<file path="config.mk">
export PLATFORM = sky130hd
export DESIGN_NAME = spw_tx_fifo_reader_flat
export DESIGN_NICKNAME = d
export VERILOG_FILES = /design/src/rtl/spw_tx_fifo_reader_if.sv /design/src/rtl/spw_tx_fifo_reader.sv /design/src/flat_wrapper.sv
export SDC_FILE = /design/constraint.sdc
export NUM_CORES = 1
export LEC_CHECK = 0
export ABC_AREA = 1
export BUFFER_PORTS_ARGS = -buffer_cell sky130_fd_sc_hd__buf_4
export CAP_MARGIN = 20
export CORE_ASPECT_RATIO = 1.75
export CORE_UTILIZATION = 52
export DETAILED_ROUTE_END_ITERATION = 10
export PLACE_DENSITY = 0.81
export SYNTH_ARGS = -nofsm -noshare
export SYNTH_HDL_FRONTEND = slang
export SYNTH_SLANG_ARGS = --single-unit
</file>
<file path="constraint.sdc">
create_clock -name i_gclk -period 2.3 [get_ports i_gclk]
set_input_delay 0.23 -clock i_gclk [delete_from_list [all_inputs] [get_ports i_gclk]]
set_output_delay 0.23 -clock i_gclk [all_outputs]
set_load 0.03 [all_outputs]
</file>
<file path="src/rtl/spw_tx_fifo_reader_if.sv">
// spw_tx_fifo_reader_if: FIFO read port plus transmit stream bundle.
// Ports: fifo_dout/empty/rd_ack/rd_err/rd_en, tx_data/valid/ready.
//
// master : the reader (drives fifo_rd_en, tx_data, tx_valid)
// slave  : the environment (FIFO and transmit encoder side)

interface spw_tx_fifo_reader_if #(
    parameter int DWIDTH = 9
);
    logic [DWIDTH-1:0] fifo_dout;
    logic              fifo_empty;
    logic              fifo_rd_ack;
    logic              fifo_rd_err;
    logic              fifo_rd_en;

    logic [DWIDTH-1:0] tx_data;
    logic              tx_valid;
    logic              tx_ready;

    modport master (
        input  fifo_dout,
        input  fifo_empty,
        input  fifo_rd_ack,
        input  fifo_rd_err,
        output fifo_rd_en,
        output tx_data,
        output tx_valid,
        input  tx_ready
    );

    modport slave (
        output fifo_dout,
        output fifo_empty,
        output fifo_rd_ack,
        output fifo_rd_err,
        input  fifo_rd_en,
        input  tx_data,
        input  tx_valid,
        output tx_ready
    );
endinterface

</file>
<file path="src/rtl/spw_tx_fifo_reader.sv">
// spw_tx_fifo_reader: drains the SpaceWire TX FIFO into a 2-entry skid
// buffer and presents a valid/ready N-char stream to the encoder.
//
// Ports:
//   i_gclk          clock, rising edge
//   i_sinit         synchronous active-high reset
//   bus (master)    FIFO read port and tx_data/tx_valid/tx_ready stream
//   i_fct_in        one-cycle pulse per received FCT
//   o_credit        current credit (N-chars)
//   o_pkt_done      pulse the cycle after an EOP/EEP is accepted
//   o_credit_err    sticky: an FCT would have exceeded CREDIT_MAX
//   o_underrun_err  sticky: FIFO read error or missing read ack
//
// Build option: define SPW_TX_CREDIT_EN to enable credit-based flow
// control. Without it tx_valid only reflects buffer occupancy, FCTs
// are ignored and o_credit/o_credit_err read as zero.

module spw_tx_fifo_reader #(
    parameter int DWIDTH      = 9,
    parameter int CREDIT_MAX  = 56,
    parameter int CREDIT_STEP = 8
) (
    input  logic                        i_gclk,
    input  logic                        i_sinit,
    spw_tx_fifo_reader_if.master        bus,
    input  logic                        i_fct_in,
    output logic [5:0]                  o_credit,
    output logic                        o_pkt_done,
    output logic                        o_credit_err,
    output logic                        o_underrun_err
);

    localparam int LP_CTRL = DWIDTH - 1;

    // Skid buffer: r_buf0 is always the head entry.
    logic [DWIDTH-1:0] r_buf0;
    logic [DWIDTH-1:0] r_buf1;
    logic [1:0]        r_occ;
    logic              r_inflight;
    logic              r_pkt_done;
    logic              r_underrun_err;

    logic              w_has_data;
    logic              w_credit_ok;
    logic              w_valid;
    logic              w_pop;
    logic              w_push;
    logic              w_rd_en;
    logic              w_eop;
    logic              w_miss;
    logic [2:0]        w_level;
    logic [2:0]        w_limit;

    assign w_has_data = (r_occ != 2'd0);
    assign w_valid    = w_has_data & w_credit_ok;
    assign w_pop      = w_valid & bus.tx_ready;

    // Data is only taken when we actually asked for it; this also
    // drops a stale ack that lands right after reset.
    assign w_push = r_inflight & bus.fifo_rd_ack;
    assign w_miss = r_inflight & ~bus.fifo_rd_ack;

    // Entries held plus entries on their way must fit in two slots;
    // a pop this cycle frees one, which keeps reads back-to-back.
    assign w_level = {1'b0, r_occ} + {2'b00, r_inflight};
    assign w_limit = 3'd2 + {2'b00, w_pop};
    assign w_rd_en = ~bus.fifo_empty & ~i_sinit & (w_level < w_limit);

    assign w_eop = r_buf0[LP_CTRL]
                 & ((r_buf0[1:0] == 2'b01) | (r_buf0[1:0] == 2'b10));

    assign bus.fifo_rd_en = w_rd_en;
    assign bus.tx_data    = r_buf0;
    assign bus.tx_valid   = w_valid;

    assign o_pkt_done     = r_pkt_done;
    assign o_underrun_err = r_underrun_err;

    always_ff @(posedge i_gclk) begin
        if (i_sinit) begin
            r_buf0 <= '0;
            r_buf1 <= '0;
            r_occ  <= 2'd0;
        end else begin
            case ({w_push, w_pop})
                2'b10: begin
                    if (r_occ == 2'd0) begin
                        r_buf0 <= bus.fifo_dout;
                    end else begin
                        r_buf1 <= bus.fifo_dout;
                    end
                    r_occ <= r_occ + 2'd1;
                end
                2'b01: begin
                    r_buf0 <= r_buf1;
                    r_occ  <= r_occ - 2'd1;
                end
                2'b11: begin
                    // Occupancy unchanged: head leaves, new tail lands.
                    if (r_occ == 2'd1) begin
                        r_buf0 <= bus.fifo_dout;
                    end else begin
                        r_buf0 <= r_buf1;
                        r_buf1 <= bus.fifo_dout;
                    end
                end
                default: begin
                end
            endcase
        end
    end

    always_ff @(posedge i_gclk) begin
        if (i_sinit) begin
            r_inflight     <= 1'b0;
            r_pkt_done     <= 1'b0;
            r_underrun_err <= 1'b0;
        end else begin
            r_inflight <= w_rd_en;
            r_pkt_done <= w_pop & w_eop;
            if (w_miss | bus.fifo_rd_err) begin
                r_underrun_err <= 1'b1;
            end
        end
    end

`ifdef SPW_TX_CREDIT_EN
    localparam logic [5:0] LP_STEP      = 6'(CREDIT_STEP);
    localparam logic [5:0] LP_STEP_M1   = 6'(CREDIT_STEP - 1);
    localparam logic [5:0] LP_FCT_LIMIT = 6'(CREDIT_MAX - CREDIT_STEP);

    logic [5:0] r_credit;
    logic       r_credit_err;
    logic       w_fct_ok;
    logic       w_fct_drop;

    // A grant that would push credit past the ceiling is discarded.
    assign w_fct_ok    = i_fct_in & (r_credit <= LP_FCT_LIMIT);
    assign w_fct_drop  = i_fct_in & ~w_fct_ok;
    assign w_credit_ok = (r_credit != 6'd0);

    always_ff @(posedge i_gclk) begin
        if (i_sinit) begin
            r_credit     <= 6'd0;
            r_credit_err <= 1'b0;
        end else begin
            case ({w_fct_ok, w_pop})
                2'b10:   r_credit <= r_credit + LP_STEP;
                2'b01:   r_credit <= r_credit - 6'd1;
                2'b11:   r_credit <= r_credit + LP_STEP_M1;
                default: r_credit <= r_credit;
            endcase
            if (w_fct_drop) begin
                r_credit_err <= 1'b1;
            end
        end
    end

    assign o_credit     = r_credit;
    assign o_credit_err = r_credit_err;
`else
    logic w_unused_cfg;

    assign w_credit_ok  = 1'b1;
    assign o_credit     = 6'd0;
    assign o_credit_err = 1'b0;
    assign w_unused_cfg = i_fct_in ^ (CREDIT_MAX > CREDIT_STEP);
`endif

endmodule

</file>
<file path="src/flat_wrapper.sv">
// flat-port wrapper written by rule: the top's interface ports become plain ports
module spw_tx_fifo_reader_flat 
#(
    parameter int DWIDTH      = 9,
    parameter int CREDIT_MAX  = 56,
    parameter int CREDIT_STEP = 8
)
  (i_gclk, i_sinit, i_fct_in, o_credit, o_pkt_done, o_credit_err, o_underrun_err, bus_fifo_dout, bus_fifo_empty, bus_fifo_rd_ack, bus_fifo_rd_err, bus_fifo_rd_en, bus_tx_data, bus_tx_valid, bus_tx_ready);
  spw_tx_fifo_reader_if #(.DWIDTH(DWIDTH)) bus_i ();
  input  logic i_gclk;
  input  logic i_sinit;
  input  logic i_fct_in;
  output logic [5:0] o_credit;
  output logic o_pkt_done;
  output logic o_credit_err;
  output logic o_underrun_err;
  input wire logic [$bits(bus_i.fifo_dout)-1:0] bus_fifo_dout;
  input wire logic [$bits(bus_i.fifo_empty)-1:0] bus_fifo_empty;
  input wire logic [$bits(bus_i.fifo_rd_ack)-1:0] bus_fifo_rd_ack;
  input wire logic [$bits(bus_i.fifo_rd_err)-1:0] bus_fifo_rd_err;
  output wire logic [$bits(bus_i.fifo_rd_en)-1:0] bus_fifo_rd_en;
  output wire logic [$bits(bus_i.tx_data)-1:0] bus_tx_data;
  output wire logic [$bits(bus_i.tx_valid)-1:0] bus_tx_valid;
  input wire logic [$bits(bus_i.tx_ready)-1:0] bus_tx_ready;
  assign bus_i.fifo_dout = bus_fifo_dout;
  assign bus_i.fifo_empty = bus_fifo_empty;
  assign bus_i.fifo_rd_ack = bus_fifo_rd_ack;
  assign bus_i.fifo_rd_err = bus_fifo_rd_err;
  assign bus_fifo_rd_en = bus_i.fifo_rd_en;
  assign bus_tx_data = bus_i.tx_data;
  assign bus_tx_valid = bus_i.tx_valid;
  assign bus_i.tx_ready = bus_tx_ready;
  spw_tx_fifo_reader #(.DWIDTH(DWIDTH), .CREDIT_MAX(CREDIT_MAX), .CREDIT_STEP(CREDIT_STEP)) u_core (.i_gclk(i_gclk), .i_sinit(i_sinit), .bus(bus_i), .i_fct_in(i_fct_in), .o_credit(o_credit), .o_pkt_done(o_pkt_done), .o_credit_err(o_credit_err), .o_underrun_err(o_underrun_err));
endmodule
</file>
# Word-level counts from Yosys, hierarchy flattened
# Index checks and enable logic that the tools add are counted.
# totals
regBits	23
in_bits	16
output_inout_bits	20
# op_classes
addsub	4
n_lt_le_gt_ge	1
n_eq_ne	9
mux	7
bitwise	12
reduce_logical	7
# ops
cell	n
two-way mux 9 bit	4
case mux 9 bit (3 select lines)	1
case mux 9 bit (2 select lines)	1
bitwise AND 1 bit	7
== test 2 x 1 -> 1 bit, second input constant	3
== test 2 bit, second input constant	3
nonzero test 2 bit	3
!= test 2 bit, second input constant	2
case mux 2 bit (2 select lines)	1
adder 2 x 1 -> 3 bit	1
adder 2 x 1 -> 3 bit, first input constant	1
less-than comparator 3 bit	1
inverter 1 bit	3
AND reduction 3 bit	1
nonzero test 3 bit	1
adder 2 x 1 -> 2 bit, second input constant	1
logical NOT 2 bit	1
!= test 2 x 1 -> 1 bit, second input constant	1
OR 1 bit	2
AND reduction 2 bit	1
subtractor 2 x 1 -> 2 bit, second input constant	1

# Depth between registers and ports, before layout
# Gate-level depths: netlist of run 1.
# logic_depth
depth_word	5
ltp_mapped	13
depth_no_buf	12

# Worst setup path after synthesis of run 1
# OpenSTA, ideal clock, no wires.
# synth_timing
kind	register to register
start	reg u_core.r_occ[0]
end	reg u_core.r_buf1[0]
setup_ns	0.113
t_arrival_ns	1.815
required_ns	2.187
slack_ns	0.371
path_stages_with_launch	13
period_less_slack_ns	1.929
cell_sequence	dfxtp_1 -> inv_1 -> ha_1 -> inv_2 -> nand2_4 -> buf_8 -> inv_2 -> ha_1 -> nand2_1 -> nand3_4 -> clkinv_4 -> nor2_1 -> nor2_1
# synth_between
elab_chain_len	5
elab_cells_between_ends	11
# synth_lines
element	line	rtl
start: declaration	spw_tx_fifo_reader.sv:38	logic [1:0] r_occ;
start signal: assignment	spw_tx_fifo_reader.sv:92	r_occ <= r_occ + 2'd1;
start signal: assignment	spw_tx_fifo_reader.sv:96	r_occ <= r_occ - 2'd1;
nonzero test 2 bit *	spw_tx_fifo_reader.sv:54	assign w_has_data = (r_occ != 2'd0);
via bus_tx_valid	flat_wrapper.sv:23	output wire logic [$bits(bus_i.tx_valid)-1:0] bus_tx_valid;
bitwise AND 1 bit *	spw_tx_fifo_reader.sv:56	assign w_pop = w_valid & bus.tx_ready;
== test 2 bit	spw_tx_fifo_reader.sv:85	case ({w_push, w_pop})
!= test 2 bit (no line) or nonzero test 2 bit (tied branches)	n/a	
AND reduction 3 bit (no line)	n/a	
end signal: assignment	spw_tx_fifo_reader.sv:90	r_buf1 <= bus.fifo_dout;
end signal: assignment	spw_tx_fifo_reader.sv:104	r_buf1 <= bus.fifo_dout;
end: declaration	spw_tx_fifo_reader.sv:37	logic [DWIDTH-1:0] r_buf1;
# Mark *: on every way through the listed nets, which the timed path passes. The rest lies on a longest branch.
# A chain may end at the register's enable or synchronous reset.

# Final worst setup path of run 1
# layout_timing
start	reg u_core.r_occ[1]
end	reg u_core.r_buf0[5], in the netlist u_core.bus.tx_data[5]
# layout_between
elab_chain_len	5
elab_cells_between_ends	12
# layout_lines
element	line	rtl
nonzero test 2 bit	spw_tx_fifo_reader.sv:54	
bitwise AND 1 bit	spw_tx_fifo_reader.sv:56	
== test 2 bit or == test 2 x 1 -> 1 bit (tied branches)	spw_tx_fifo_reader.sv:85	
!= test 2 x 1 -> 1 bit (no line) or nonzero test 3 bit (tied branches)	n/a	
AND reduction 2 bit (no line)	n/a	
end signal: assignment	spw_tx_fifo_reader.sv:88	r_buf0 <= bus.fifo_dout;
end signal: assignment	spw_tx_fifo_reader.sv:95	r_buf0 <= r_buf1;
end signal: assignment	spw_tx_fifo_reader.sv:101	r_buf0 <= bus.fifo_dout;
end: declaration	spw_tx_fifo_reader.sv:36	logic [DWIDTH-1:0] r_buf0;
# Several ways; a longest one is shown, not always the timed one.

==> impl_metrics.py, run 1 <==
metrics = {
    "critical_path": {
        "reg2reg_slack_ns": 0.26,
        "arrival_ns": 2.22,
        "startpoint": "u_core.r_occ[1]",
        "reg2regPathDepth": 12,
        "crit_end": "u_core.bus.tx_data[5]",
        "crit_path_end_kind": "flop",
        "worst-endpoint-required_ns": 2.48,
        "start_kind": "flop",
        "path_class": "flop to flop",
        "r2r-start": "u_core.r_occ[1]",
        "crit_fanout": 10,
        "reg2reg_to": "u_core.bus.tx_data[5]",
    },
    "timing": {
        "rsz0062_at_grt": "no",
        "maxSlewViolCount": 0,
        "setup_viol": 0,
        "finalHoldViolations": 0,
        "fin_tns_setup_ns": 0,
        "fmax_mhz": 490,
        "period_minus_slack_ns": 2.04,
        "finalClockSkew_ns": 0.000779,
        "min_period_over_period_pct": 88.7,
    },
    "global_routing": {
        "grt.met2_usage_pct": 37.3,
        "busiest_layer": "met2",
        "grt_max_degree": 20,
        "grt_use_total_pct": 20.4,
        "first_global_vias": 1155,
        "grt_pass1_wl_um": 4650,
        "antenna_found_initial": 0,
        "met3_usage_pct": 2.04,
        "overflow": 0,
        "met1_usage_pct": 21.6,
    },
    "synthesis": {
        "ys_seq_elements": 23,
        "syn_inst": 205,
        "synthAdderAreaFrac_pct": 7.94,
        "ys_warn_count": 0,
        "synth_ff_type": "dfxtp_1",
        "synth_top_family_by_area": "simple AND/OR/NAND/NOR gates",
        "ys_types": 25,
        "async_flop_share_pct": 0,
        "synth-simple-area-share_pct": 35.6,
        "synth_compound_area_share_pct": 5.29,
        "synth_edf_count": 0,
        "ys_seq_area_share_pct": 32.5,
        "synth.avg_cell_area_sq_um": 6.92,
        "synth_mux_area_share_pct": 0,
        "synth_area_sq_um": 1420,
        "synth-xor-area-share_pct": 1.23,
    },
    "outcome": {
        "outcome": "finished clean",
    },
    "power": {
        "p_leak_nw": 0.887,
        "vdd_drop_max_mv": 0.536,
        "power.density_nw_per_um2": 1010,
        "total_power_mw": 1.66,
    },
    "placed_design": {
        "dpl.hpwl_um": 2060,
        "port_buffers": 27,
        "gp_congestion": 0.753,
    },
    "final_layout": {
        "layout-drive-gt1-share_pct": 23.2,
        "nFillCells": 262,
        "area_growth_pct": 15.8,
        "num_antenna_cells": 0,
        "nets": 259,
    },
    "die": {
        "initial_utilization_pct": 55.6,
        "die_w_um": 41.5,
        "dieArea_sq_um": 2950,
        "row_count": 24,
        "ios": 36,
        "die_y_um": 71.1,
        "core-area_sq_um": 2550,
    },
    "route": {
        "vias_per_cell": 4.83,
        "drtPass1Iterations": 4,
        "route.detailed.drc": 0,
        "wl_per_cell_um": 10.8,
        "vias": 1252,
        "ant_nets": 0,
        "finalWirelength_um": 2800,
        "drtIter0Drc": 35,
    },
    "job": {
        "maxCapViolCount": 0,
    },
    "clock_tree": {
        "tritoncts": "yes",
        "cts_resized": 0,
        "cts-root-buf": "clkbuf_8",
        "clock_latency_ns": 0.27,
        "clk_pin_slew_worst_paths_ns": 0.08,
        "cts_max_level": 1,
        "clock_sinks": 23,
        "cts_buffers": 3,
        "cts_hold_buffers": 0,
        "postCtsSetupBuffers": 0,
        "clk_path_buf_depth": 2,
    },
    "worst_hold_path": {
        "min_path_type": "input pin to flop",
    },
}
stage by stage:
step                      setup slack [ns]  area (sq um)  std cells  util, %  hold WS (ns)
after floorplan                      0.371          1440        211        -         0.299
after global placement               0.292          1600        255     62.5         0.459
after detailed placement             0.241          1600        255     62.5         0.462
after CTS                            0.227          1640        259     64.4         0.171
after global routing                0.0370          1640        259     64.4         0.182
final                                0.260          1640        259     64.4         0.172
how the worst min path moves through the flow:
| stage | start | end | cells after the start |
|---|---|---|---|
| floorplan | i_sinit | u_core.o_underrun_err | 1 |
| global placement | i_sinit | u_core.r_occ[0] | 2 |
| detailed placement | i_sinit | u_core.o_underrun_err | 2 |
| CTS | i_sinit | u_core.r_occ[0] | 2 |
| global route | i_sinit | u_core.r_occ[0] | 2 |
| finish | i_sinit | u_core.o_underrun_err | 2 |
layout by cell type, fill, tap and decap left out, types with 2 or more instances in the layout:
cell      instances
a21oi_1           5
buf_4            28
clkbuf_8          3
clkinv_2          2
conb_1            7
dfxtp_1          23
ha_1              9
inv_1            33
inv_2             5
nand2_1          48
nand2_2           2
nand3_1          12
nand3b_1          8
nor2_1           21
nor2_2            9
o21ai_1          10
cells in the mapped netlist, types with 5 or more instances:
cell type / count / area (sq um)
a21oi_1: 5 / 25.0
buf_4: 7 / 52.6
dfxtp_1: 23 / 460
ha_1: 9 / 113
inv_1: 33 / 124
inv_2: 5 / 18.8
nand2_1: 48 / 180
nand3_1: 12 / 60.1
nand3b_1: 8 / 60.1
nor2_1: 21 / 78.8
nor2_2: 9 / 56.3
o21ai_1: 10 / 50.1
cell type report:
| cell class | instances | area, sq um | area share [%] |
|---|---|---|---|
| Inverter | 40 | 156 | 9.52 |
| Tap cell | 26 | 32.5 | 1.98 |
| Clock buffer | 3 | 41.3 | 2.51 |
| Timing Repair Buffer | 28 | 210 | 12.8 |
| Multi-Input combinational cell | 138 | 737 | 44.9 |
| Sequential cell | 23 | 460 | 28.0 |
| Clock inverter | 1 | 5.00 | 0.305 |
per-layer routing:
metal,up-vias,routed length (um)
li1,661,-
met1,556,1120
met2,30,1540
met3,5,79
met4,0,63
met5,-,0
sequential cells by signal, indices dropped and copies added (netlist names):
register,flops
u_core.r_occ,2
u_core.r_buf1,9
u_core.o_pkt_done,1
u_core.r_inflight,1
u_core.bus.tx_data,9
u_core.o_underrun_err,1
power by group:
| part | switching (mW) | total, mW | internal (mW) |
|---|---|---|---|
| logic | 0.546 | 0.860 | 0.314 |
| registers | 0.0532 | 0.540 | 0.487 |
| clock network | 0.135 | 0.256 | 0.121 |
| total | 0.735 | 1.66 | 0.922 |
critical path: stages, from the launching register on:
cell,delay (ns)
dfxtp_1,0.32
inv_1,0.11
ha_1,0.24
inv_2,0.09
nand2_4,0.15
inv_2,0.07
ha_1,0.22
nand2_1,0.15
nand3_1,0.26
nand2_1,0.14
nand3_1,0.11
nand2_1,0.07
inv_1,0.03
cell families (layout without fill, tap and decap cells):
logic type | count (synthesis) | in the layout
simple gates | 105 | 105
buf+inv | 50 | 72
flops | 23 | 23
compound gates | 15 | 15
fa+ha+maj | 9 | 9
xor+xnor | 2 | 2
other cells | 1 | 7
Note: power is estimated with default switching activity, not from simulation.
==> inputs of run 2 (changes only) <==
- PLACE_DENSITY: 0.81 -> unset
- PLACE_DENSITY_LB_ADDON: unset -> 0.1
==> run 2 against run 1 <==
Effect of this change:
- fmax decreased by 5.6%
- final cell count unchanged
- sequential power about the same
- clock power about the same
- global-route usage increased by 1.4 points
- flip-flop and latch count unchanged
- non-clock buffer count unchanged
- largest cell class unchanged
- routed wire length increased by 6.8%
- total power increased by 1.0%
- critical path type is now flop to primary output
- count of clock-buffer cells in the layout unchanged
==> impl_metrics.py, run 2 (same netlist as run 1, synthesis figures left out) <==
metrics = {
    "outcome": {
        "outcome": "finished clean",
    },
    "die": {
        "dieArea_sq_um": 2950,
        "row_count": 24,
        "initial_utilization_pct": 55.6,
        "die_y_um": 71.1,
        "die_w_um": 41.5,
        "ios": 36,
        "core-area_sq_um": 2550,
    },
    "final_layout": {
        "nets": 259,
        "layout_common_cells": "nand2_1 (48), inv_1 (33), buf_4 (28)",
        "seq_area_sq_um": 462,
        "layout_commonest_cell": "nand2_1",
        "multi_input_area_sq_um": 737,
        "num_antenna_cells": 0,
        "area_growth_pct": 15.9,
        "layout-drive-gt1-share_pct": 23.6,
        "final_cells": 259,
        "nFillCells": 243,
    },
    "power": {
        "vdd_drop_max_mv": 0.531,
        "p_leak_nw": 0.887,
        "power.density_nw_per_um2": 1020,
    },
    "clock_tree": {
        "cts_max_level": 1,
        "cts_buffers": 3,
        "clk_pin_slew_worst_paths_ns": 0.08,
        "clk_path_buf_depth": 2,
        "clock_sinks": 23,
        "clock_latency_ns": 0.27,
        "cts-root-buf": "clkbuf_8",
        "tritoncts": "yes",
    },
    "placed_design": {
        "gp_congestion": 0.796,
        "dpl.hpwl_um": 2250,
        "port_buffers": 27,
        "post-place-cells": 255,
    },
    "global_routing": {
        "grt_max_degree": 23,
        "antenna_found_initial": 0,
        "grt_pass1_wl_um": 5040,
        "first_global_vias": 1223,
        "overflow": 0,
        "grt_use_total_pct": 21.8,
    },
    "route": {
        "ant_nets": 0,
        "drtIter0Drc": 27,
        "vias": 1262,
        "vias_per_cell": 4.87,
        "finalWirelength_um": 2990,
        "drtPass1Iterations": 4,
        "route.detailed.drc": 0,
        "wl_per_cell_um": 11.5,
    },
    "timing": {
        "fin_tns_setup_ns": 0,
        "fmax_mhz": 462,
        "min_period_over_period_pct": 94.0,
        "finalClockSkew_ns": 0.00213,
        "finalHoldViolations": 0,
        "maxSlewViolCount": 0,
        "setup_viol": 0,
        "rsz0062_at_grt": "no",
        "period_minus_slack_ns": 2.16,
    },
    "job": {
        "maxCapViolCount": 0,
    },
    "critical_path": {
        "reg2reg_to": "u_core.r_buf1[1]",
        "worst-endpoint-required_ns": 2.07,
        "crit_end": "bus_fifo_rd_en",
        "crit_fanout": 22,
        "crit_path_end_kind": "primary output",
        "start_kind": "flop",
        "r2r-start": "u_core.r_occ[1]",
        "startpoint": "u_core.r_occ[0]",
        "reg2regPathDepth": 11,
        "reg2reg_slack_ns": 0.28,
        "path_class": "flop to primary output",
        "arrival_ns": 1.93,
    },
    "worst_hold_path": {
        "min_path_type": "input pin to flop",
    },
}
## run 2: area by class of cell
cell class	count	area share (%)
well taps	26	1.98
flip-flops and latches	23	28.1
multi-input cells	138	44.8
repair buffers	28	12.8
clock buffers	3	2.51
inverters	40	9.51
clock inverters	1	0.304
## run 2: metal layers
metal,global-route usage (%),part of all wire (%)
met1,22.4,39
met2,41.1,56
met3,2.81,2.2
met4,11.5,2.7
met5,0,0
## run 2: critical path: stages (launching register included)
cell	delay [ns]
dfxtp_2	0.39
inv_1	0.06
ha_1	0.25
inv_2	0.13
nand2_4	0.06
buf_4	0.23
or2_1	0.25
a21oi_1	0.12
buf_4	0.17
## run 2: worst min path at each step
| stage | from | end | slack [ns] | cells past startpoint |
|---|---|---|---|---|
| global route | i_sinit | u_core.r_occ[0] | 0.16 | 2 |
| CTS | i_sinit | u_core.o_underrun_err | 0.16 | 2 |
| detailed placement | i_sinit | u_core.o_underrun_err | 0.45 | 2 |
| finish | i_sinit | u_core.r_occ[0] | 0.16 | 2 |
| global placement | i_sinit | u_core.r_occ[0] | 0.45 | 2 |
| floorplan | i_sinit | u_core.o_underrun_err | 0.30 | 1 |
## run 2: per-stage QoR
| step | worst slack [ns] | utilization (%) | instance area (sq um) | hold WS (ns) | total power [mW] |
|---|---|---|---|---|---|
| 2_1_floorplan | 0.371 | - | 1440 | 0.299 | 1.21 |
| 3_3_place_gp | 0.368 | 62.5 | 1600 | 0.447 | 1.40 |
| 3_5_place_dp | 0.283 | 62.5 | 1600 | 0.451 | 1.43 |
| 4_1_cts | 0.0557 | 64.4 | 1640 | 0.161 | 1.69 |
| 5_1_grt | 0.00785 | 64.4 | 1640 | 0.161 | 1.80 |
| 6_report | 0.137 | 64.4 | 1640 | 0.161 | 1.67 |
## run 2: what timing repair did
| item | in CTS | in global routing |
|---|---|---|
| setup endpoints to repair | 0 | 1 |
| gates resized for setup | 0 | 1 |
| endpoints found under the hold margin | 0 | 0 |
| buffers inserted | 0 | 0 |
| hold buffers | 0 | 0 |
## run 2: report_power, final
group          leakage [nW]  switching (mW)  internal, mW
Combinational         0.673           0.560         0.315
Clock                0.0255           0.135         0.121
Sequential            0.189          0.0541         0.489
==> inputs of run 3 (changes only) <==
- PLACE_DENSITY: unset -> 0.78
- PLACE_DENSITY_LB_ADDON: 0.1 -> unset
==> run 3 against run 2 <==
Effect of this change:
- routed wire length shrank 8.4%
- fmax grew 4.3%
- sequential power is essentially flat
- design area grew 0.15%
- final cell count is the same
- count of clock-buffer cells in the layout grew 1
- register-to-register slack lost 0.02 ns
- largest cell class unchanged
==> impl_metrics.py, run 3 (same netlist as run 1, synthesis figures left out) <==
metrics = {
    "outcome": {
        "outcome": "finished clean",
    },
    "placed_design": {
        "dpl.hpwl_um": 2050,
        "dpl_worst_slack_ns": 0.195,
        "port_buffers": 27,
        "post-place-cells": 255,
        "gp_congestion": 0.807,
        "place_area_sq_um": 1600,
    },
    "global_routing": {
        "grt_max_degree": 20,
        "antenna_found_initial": 0,
        "overflow": 0,
        "grt_pass1_wl_um": 4880,
        "first_global_vias": 1150,
        "grt_use_total_pct": 20.8,
    },
    "final_layout": {
        "layout-drive-gt1-share_pct": 23.2,
        "layout_common_cells": "nand2_1 (48), inv_1 (33), buf_4 (28)",
        "final_cells": 259,
        "final_cell_area_sq_um": 1650,
        "layout_commonest_cell": "nand2_1",
        "nets": 259,
        "nFillCells": 247,
        "area_growth_pct": 16.0,
        "num_antenna_cells": 0,
    },
    "power": {
        "power.density_nw_per_um2": 1010,
        "vdd_drop_max_mv": 0.558,
        "total_power_mw": 1.66,
        "p_leak_nw": 0.885,
    },
    "timing": {
        "period_minus_slack_ns": 2.07,
        "min_period_over_period_pct": 90.1,
        "maxSlewViolCount": 0,
        "finalHoldViolations": 0,
        "fin_tns_setup_ns": 0,
        "finalClockSkew_ns": 0.00497,
        "setup_slack_ns": 0.227,
        "setup_viol": 0,
        "fmax_mhz": 482,
    },
    "clock_tree": {
        "cts-root-buf": "clkbuf_8",
        "clk_path_buf_depth": 2,
        "postCtsSetupBuffers": 0,
        "clock_latency_ns": 0.26,
        "clock_sinks": 23,
        "tritoncts": "yes",
        "clk_pin_slew_worst_paths_ns": 0.08,
        "cts_buffers": 3,
        "cts_max_level": 1,
        "cts_hold_buffers": 0,
    },
    "worst_hold_path": {
        "min_path_type": "input pin to flop",
    },
    "route": {
        "finalWirelength_um": 2740,
        "wl_per_cell_um": 10.6,
        "vias_per_cell": 4.85,
        "drtPass1Iterations": 4,
        "route.detailed.drc": 0,
        "drtIter0Drc": 30,
        "ant_nets": 0,
        "vias": 1255,
    },
    "critical_path": {
        "crit_fanout": 15,
        "arrival_ns": 1.84,
        "path_class": "flop to primary output",
        "worst-endpoint-required_ns": 2.07,
        "crit_path_end_kind": "primary output",
        "start_kind": "flop",
    },
    "die": {
        "ios": 36,
        "initial_utilization_pct": 55.6,
        "core-area_sq_um": 2550,
        "row_count": 24,
        "die_w_um": 41.5,
        "dieArea_sq_um": 2950,
        "die_y_um": 71.1,
    },
    "job": {
        "maxCapViolCount": 0,
    },
}
[run 3: changes by cell type in the layout (fill, tap and decap cells not counted)]
cell	before	now
nand3_2	1	2
nand3_1	12	11
dfxtp_2	1	0
dfxtp_1	22	23
clkbuf_1	0	1
clkinv_2	2	1
[run 3: metal layers]
metal | vias to the layer above | wire, um | global-route usage [%]
li1 | 664 | - | -
met1 | 544 | 1110 | 23.2
met2 | 39 | 1450 | 37.3
met3 | 8 | 100 | 2.55
met4 | 0 | 86 | 10.8
met5 | - | 0 | 0
[run 3: path summary, 6_finish.rpt]
path / startpoint / to / slack, ns / depth (start not counted)
hold reg to reg: u_core.bus.tx_data[8] / u_core.o_pkt_done / 0.48 / 2
hold / removal: i_sinit / u_core.r_occ[0] / 0.17 / 2
setup / recovery: u_core.r_occ[0] / bus_fifo_rd_en / 0.23 / 7
setup reg to reg: u_core.r_occ[0] / u_core.r_buf1[4] / 0.26 / 11
[run 3: report_power, final]
part	internal [mW]	switching [mW]
Combinational	0.316	0.548
Sequential	0.487	0.0562
Clock	0.124	0.126
Total	0.927	0.730
[run 3: timing repair]
item | 4_1_cts | 5_1_grt
gates resized for setup | 0 | 1
endpoints found under the setup margin | 0 | 6
endpoints found under the hold margin | 0 | 0
[run 3: worst max-delay path: stages, from the launching register on]
cell     delay (ns)
dfxtp_1        0.44
inv_1          0.07
ha_1           0.25
inv_2          0.12
nand2_4        0.13
or2_1          0.26
a21oi_1        0.13
buf_4          0.17
[run 3: per-stage QoR]
stage	hold WS (ns)	util (%)
2_1_floorplan	0.299	-
3_3_place_gp	0.454	62.5
3_5_place_dp	0.456	62.5
4_1_cts	0.172	64.3
5_1_grt	0.167	64.5
6_report	0.174	64.5
[run 3: area by class of cell]
| class | instances | area (sq um) | share of cell area (%) |
|---|---|---|---|
| Clock buffer | 4 | 45.0 | 2.74 |
| Inverter | 40 | 156 | 9.50 |
| Multi-Input combinational cell | 138 | 742 | 45.1 |
| Sequential cell | 23 | 460 | 28.0 |
| Tap cell | 26 | 32.5 | 1.98 |
| Timing Repair Buffer | 28 | 210 | 12.8 |
